==> config.mk <==
export PLATFORM = sky130hd
export DESIGN_NAME = rom_control
export DESIGN_NICKNAME = d
export VERILOG_FILES = /design/src/rtl/rom_control.sv
export SDC_FILE = /design/constraint.sdc
export NUM_CORES = 1
export LEC_CHECK = 0
export CAP_MARGIN = 20
export CELL_PAD_IN_SITES_DETAIL_PLACEMENT = 0
export CELL_PAD_IN_SITES_GLOBAL_PLACEMENT = 2
export CORE_MARGIN = 3
export CORE_UTILIZATION = 24
export CTS_CLUSTER_SIZE = 14
export DETAILED_ROUTE_END_ITERATION = 6
export PLACE_DENSITY = 0.78
export SLEW_MARGIN = 25
export SYNTH_ARGS = -nofsm -noshare
export SYNTH_HDL_FRONTEND = slang
export SYNTH_SLANG_ARGS = --single-unit
==> constraint.sdc <==
create_clock -name clk -period 0.8 [get_ports clk]
set_input_delay 0.24 -clock clk [delete_from_list [all_inputs] [get_ports clk]]
set_output_delay 0.24 -clock clk [all_outputs]
set_load 0.02 [all_outputs]
==> src/rtl/rom_control.sv <==
// rom_control: constant 64-word microcode store with a registered output word.
module rom_control #(
  parameter int WIDTH_ADD  = 6,
  parameter int WIDTH_DATA = 20
) (
  input  logic                  clk,
  input  logic                  rst,
  input  logic [WIDTH_ADD-1:0]  Addr,
  output logic [WIDTH_DATA-1:0] Data
);
  localparam int USED = 9;
  // Only the first nine words hold microcode; every other address reads zero.
  localparam logic [WIDTH_DATA-1:0] ROM [16] = '{
    WIDTH_DATA'(20'h00C44), WIDTH_DATA'(20'h0100A), WIDTH_DATA'(20'h00012),
    WIDTH_DATA'(20'h00080), WIDTH_DATA'(20'h03120), WIDTH_DATA'(20'h03280),
    WIDTH_DATA'(20'h22011), WIDTH_DATA'(20'h00013), WIDTH_DATA'(20'h03100),
    '0, '0, '0, '0, '0, '0, '0
  };
  logic [WIDTH_DATA-1:0] data_d, data_q;
  always_comb data_d = (Addr < WIDTH_ADD'(USED)) ? ROM[Addr[3:0]] : '0;
  always_ff @(posedge clk or posedge rst)
    if (rst) data_q <= '0;
    else     data_q <= data_d;
  assign Data = data_q;
endmodule

==> flow_summary.json, run 1 <==
{
  "path_class": "reg -> out",
  "switchingPower_mw": 0.349,
  "hpwl_um": 1040,
  "dr.pass1.iters": 2,
  "clk_pin_slew_ps": 70,
  "slew_violations": 0,
  "p_comb_share_pct": 22.6,
  "max_stage_delay_ps": 410,
  "grt_usage_pct": 8.77,
  "largest_reg_flops": 12,
  "antenna_left": 0,
  "cts_buffer_depth": 2,
  "switching_share_pct": 24.9,
  "grt_overflow": 0,
  "worst_setup_path_end_kind": "output port",
  "violations": "negative setup slack",
  "place_congestion": 0.732,
  "fin_crit_sh_pct": 135,
  "path_delay_family": "flip-flops",
  "syn_avg_cell_area_sq_um": 11.4,
  "min_path_type": "in -> reg",
  "synth.distinct_cells": 21,
  "finalCoreUtilization_pct": 43.9,
  "crit_fanout": 4,
  "yosysTopAreaCell": "dfrtp_1",
  "cts_tree": "yes",
  "finalWirelength_um": 1280,
  "cp_slowest_cell": "dfrtp_2",
  "clock_sinks": 12,
  "area_growth_pct": 70.5,
  "grt_max_degree": 13,
  "finalHoldViolCount": 0,
  "synth_top_area_share_pct": 46.2,
  "p_int_mw": 1.05,
  "via_per_inst": 3.99,
  "pwr-share-clk_pct": 33.2,
  "whs_path_depth": 2,
  "status": "finished with violations",
  "yosysSeqAreaShare_pct": 46.2,
  "fin_crit_ps": 1080,
  "leakagePower_nw": 0.537,
  "fp.dieH_um": 58.0,
  "synth_area_sq_um": 649,
  "grt_pass1_vias": 502,
  "path_cells": "buf_2",
  "num_rows": 18,
  "fp.coreArea_sq_um": 2520,
  "setup_viol": 16,
  "drive_above_1_share_pct": 64.1,
  "fin_area_sq_um": 1110,
  "vias": 487,
  "drtIter0Drc": 1,
  "cts_max_level": 1,
  "setup_ws_ps": -278,
  "arrival_ps": 840,
  "powerDensity_nw_per_um2": 1270,
  "layout.nets": 107,
  "dpl_cell_area_sq_um": 1020,
  "max-cap-violations": 0,
  "holdPathEnd": "Data[13]",
  "wire_per_inst_um": 10.5,
  "setup_tns_ps": -3540,
  "die_area_sq_um": 3370,
  "rsz0062_at_grt": "true",
  "initial_core_util_pct": 25.7,
  "ir_drop_mv": 0.506,
  "synth.ff_latch_count": 12,
  "postCtsHoldBufs": 0,
  "cp.buffers_inverters": 1,
  "cts_inserted_buffers": 3,
  "io_pins": 28,
  "synth_area_leaders": "dfrtp_1 (46%), ha_1 (12%), buf_4 (9.2%), mux2i_1 (4.6%), or3_4 (3.5%)",
  "seq_power_share_pct": 44.2,
  "holdCritStartpoint": "Addr[4]",
  "diodes": 0,
  "drc": 0,
  "ys_warn_count": 0,
  "startpoint_type": "flop",
  "max_freq_mhz": 928,
  "power.total_mw": 1.40,
  "netlist_instances": 57,
  "required_ps": 560,
  "cts_root_buf": "clkbuf_4",
  "grt_antenna_before_repair": 0,
  "place_ws_ps": -885,
  "grt_pass1_wl_um": 2190,
  "dieWidth_um": 58.0,
  "portBuffers": 22
}
## cell usage after synthesis
cell type	count
dfrtp_1	12
buf_4	8
ha_1	6
nor2_1	5
inv_1	4
mux2i_1	3
nor3_1	3
and2_1	2
or3_4	2
a31oi_1	1
buf_6	1
conb_1	1
nand2_1	1
nand2b_4	1
nor2b_1	1
nor3b_2	1
nor4b_1	1
o21ai_0	1
o22ai_2	1
o32a_1	1
or3_1	1
## worst max-delay path by stage
stage / cells past startpoint / slack [ps] / endpoint / startpoint
finish: 1 / -280 / Data[2] / Data[11]
global route: 1 / -320 / Data[2] / Data[11]
CTS: 1 / -290 / Data[2] / Data[11]
detailed placement: 6 / -880 / Data[13] / Addr[0]
global placement: 6 / -850 / Data[13] / Addr[0]
floorplan: 5 / -200 / Data[13] / Addr[1]
## timing repair
| action | 4_1_cts | 5_1_grt |
|---|---|---|
| setup buffers | 0 | 2 |
| pin swaps | 8 | 6 |
| gates resized for setup | 119 | 9 |
| setup endpoints to repair | 27 | 21 |
## per-stage QoR
stage / cells / hold WS (ps)
after detailed placement: 117 / 559
after floorplan: 61 / 105
after global placement: 117 / 550
after CTS: 121 / 166
after global routing: 122 / 110
final: 122 / 114
## power by group through the flow
stage | combinational, mW | sequential (mW) | clock (mW)
after global routing | 0.345 | 0.621 | 0.509
after floorplan | 0.150 | 0.644 | 0
final | 0.317 | 0.621 | 0.466
after detailed placement | 0.294 | 0.631 | 0
after CTS | 0.300 | 0.621 | 0.484
after global placement | 0.292 | 0.631 | 0
## layout by cell type, fill, tap and decap left out, drive strengths merged
cell and instances:
buf 35, dfrtp 12, ha 6, conb 5
nor2 5, clkbuf 4, inv 4, mux2i 3
nor3 3, or3 3, and2 2, nand2 1
nand2b 1, o32a 1, nor2b 1, a31oi 1
o22ai 1, o21ai 1, nor4b 1, nor3b 1
clkdlybuf4s50 1
## kinds of logic after synthesis
family	Yosys count	synth area share [%]
other	1	0.577
DFF	12	46.2
adders and majority gates	6	11.6
AOI/OAI and AO/OA	4	5.20
and+or+nand+nor	18	18.5
buffers and inverters	13	13.3
muxes	3	4.62
## per-layer routing
metal | track usage, % | part of all wire (%) | vias to the layer above
li1 | - | - | 245
met1 | 9.56 | 38 | 220
met2 | 14.5 | 53 | 20
met3 | 1.34 | 7.7 | 2
met4 | 7.95 | 1.3 | 0
met5 | 0 | 0 | -
## cell type report
type	instances	area [sq um]
clock buffers	4	36.3
fillers	247	1420
inverters	4	38.8
multi-input cells	36	348
flip-flops and latches	12	302
well taps	30	37.5
repair buffers	36	345
Power figures use the tool's default switching activity.
==> run 2, diff against run 1 <==
--- a/config.mk
+++ b/config.mk
@@ -9,10 +9,11 @@
 export CELL_PAD_IN_SITES_DETAIL_PLACEMENT = 0
 export CELL_PAD_IN_SITES_GLOBAL_PLACEMENT = 2
 export CORE_MARGIN = 3
-export CORE_UTILIZATION = 24
+export CORE_UTILIZATION = 25
+export CTS_BUF_LIST = sky130_fd_sc_hd__clkbuf_8
 export CTS_CLUSTER_SIZE = 14
 export DETAILED_ROUTE_END_ITERATION = 6
-export PLACE_DENSITY = 0.78
+export PLACE_DENSITY = 0.81
 export SLEW_MARGIN = 25
 export SYNTH_ARGS = -nofsm -noshare
 export SYNTH_HDL_FRONTEND = slang
==> constraint.sdc (replaced) <==
create_clock -name clk -period 1 [get_ports clk]
set_input_delay 0.3 -clock clk [delete_from_list [all_inputs] [get_ports clk]]
set_output_delay 0.3 -clock clk [all_outputs]
set_load 0.02 [all_outputs]
==> flow_summary.json, run 2 (synthesis gave the netlist of run 1 again) <==
{
  "finalHoldViolCount": 0,
  "grt_antenna_before_repair": 0,
  "cts_buffer_depth": 2,
  "initial_core_util_pct": 27.8,
  "antenna_left": 0,
  "rsz0062_at_grt": "true",
  "setup_viol": 16,
  "most-common-layout-cells": "dfrtp_1 (12), buf_6 (12), buf_4 (11)",
  "max_stage_delay_ps": 380,
  "layout.nets": 104,
  "dr.pass1.iters": 2,
  "drtIter0Drc": 1,
  "clk_pin_slew_ps": 50,
  "pwr-share-clk_pct": 41.2,
  "switching_share_pct": 22.5,
  "setup_ws_ps": -79.6,
  "dieWidth_um": 57.0,
  "grt_usage_pct": 7.53,
  "max-cap-violations": 0,
  "powerDensity_nw_per_um2": 1170,
  "place_congestion": 0.831,
  "leakagePower_nw": 0.522,
  "worstSetupPathDepth": 1,
  "cts_root_buf": "clkbuf_8",
  "whs_path_depth": 2,
  "die_area_sq_um": 3250,
  "wire_per_inst_um": 10.0,
  "cts_max_level": 1,
  "vias": 461,
  "grt_pass1_vias": 427,
  "area_growth_pct": 60.5,
  "p_int_mw": 0.946,
  "fillers": 225,
  "drc": 0,
  "dp_cells": 113,
  "finalWirelength_um": 1180,
  "required_ps": 700,
  "p_comb_share_pct": 18.0,
  "diodes": 0,
  "worst_setup_path_end_kind": "output port",
  "violations": "negative setup slack",
  "grt_pass1_wl_um": 1890,
  "clock_sinks": 12,
  "grt_max_degree": 13,
  "ir_drop_mv": 0.621,
  "slew_violations": 0,
  "multiInputGateArea_sq_um": 317,
  "fin_crit_sh_pct": 108,
  "seq_area_sq_um": 300,
  "crit_fanout": 4,
  "io_pins": 28,
  "switchingPower_mw": 0.275,
  "fin_cells": 117,
  "min_path_type": "in -> reg",
  "cts_tree": "yes",
  "path_cells": "buf_2",
  "num_rows": 17,
  "hpwl_um": 973,
  "path_class": "reg -> out",
  "setup_tns_ps": -638,
  "portBuffers": 22,
  "cp_slowest_cell": "dfrtp_1",
  "startpoint_type": "flop",
  "drive_above_1_share_pct": 55.1,
  "path_delay_family": "flip-flops",
  "seq_power_share_pct": 40.8,
  "cts_inserted_buffers": 3,
  "fin_crit_ps": 1080,
  "fp.dieH_um": 57.0,
  "via_per_inst": 3.94,
  "fp.coreArea_sq_um": 2340,
  "timing.hold.ws_ps": 315,
  "arrival_ps": 780,
  "grt_overflow": 0,
  "cp.buffers_inverters": 1,
  "status": "finished with violations",
  "largest_reg_flops": 12,
  "max_freq_mhz": 926
}
run 2: path summary, 6_finish.rpt:
kind	startpoint	end
worst max-delay path	Data[11]	Data[11]
worst min-delay path	Addr[4]	Data[8]
max in group asynchronous	rst	Data[17]
min in group asynchronous	rst	Data[5]
run 2: layer usage:
layer,wire length [um],track usage (%),vias to the layer above,part of all wire (%)
li1,-,-,237,-
met5,0,0,-,0
met4,8,2.98,0,0.68
met1,530,9.48,203,45
met2,516,11.3,19,44
met3,120,3.39,2,10
run 2: area by class of cell:
type                       count  area share (%)
sequential                    12            28.8
multi-input combinational     36            30.4
tap                           28            3.36
clock buffer                   4            5.28
inverter                       4            3.96
timing repair buffer          33            28.2
run 2: metrics by stage:
step	utilization [%]	setup WS, ps	power [mW]	instance area (sq um)
2_1_floorplan	-	-56.0	0.631	716
6_report	44.5	-79.6	1.22	1040
3_5_place_dp	42.5	-744	0.729	995
5_1_grt	44.5	-109	1.27	1040
4_1_cts	45.6	-95.4	1.25	1070
3_3_place_gp	42.5	-710	0.730	995
run 2: power by group through the flow:
stage / Combinational (mW) / Sequential (mW) / Clock, mW
after floorplan: 0.116 / 0.515 / 0
after global placement: 0.225 / 0.504 / 0
after detailed placement: 0.224 / 0.505 / 0
after CTS: 0.231 / 0.498 / 0.522
after global routing: 0.242 / 0.498 / 0.534
final: 0.220 / 0.498 / 0.503
run 2: what timing repair did:
action | CTS | global route
gates resized for setup | 103 | 7
setup endpoints to repair | 27 | 24
hold buffers | 0 | 0
setup buffers | 1 | 0
pin swaps | 4 | 2
==> run 3, diff against run 2 <==
--- a/config.mk
+++ b/config.mk
@@ -11,7 +11,7 @@
 export CORE_MARGIN = 3
 export CORE_UTILIZATION = 25
 export CTS_BUF_LIST = sky130_fd_sc_hd__clkbuf_8
-export CTS_CLUSTER_SIZE = 14
+export CTS_CLUSTER_SIZE = 24
 export DETAILED_ROUTE_END_ITERATION = 6
 export PLACE_DENSITY = 0.81
 export SLEW_MARGIN = 25
==> results of run 3 <==
No change in the layout: final DEF, timing and power equal those of run 2.
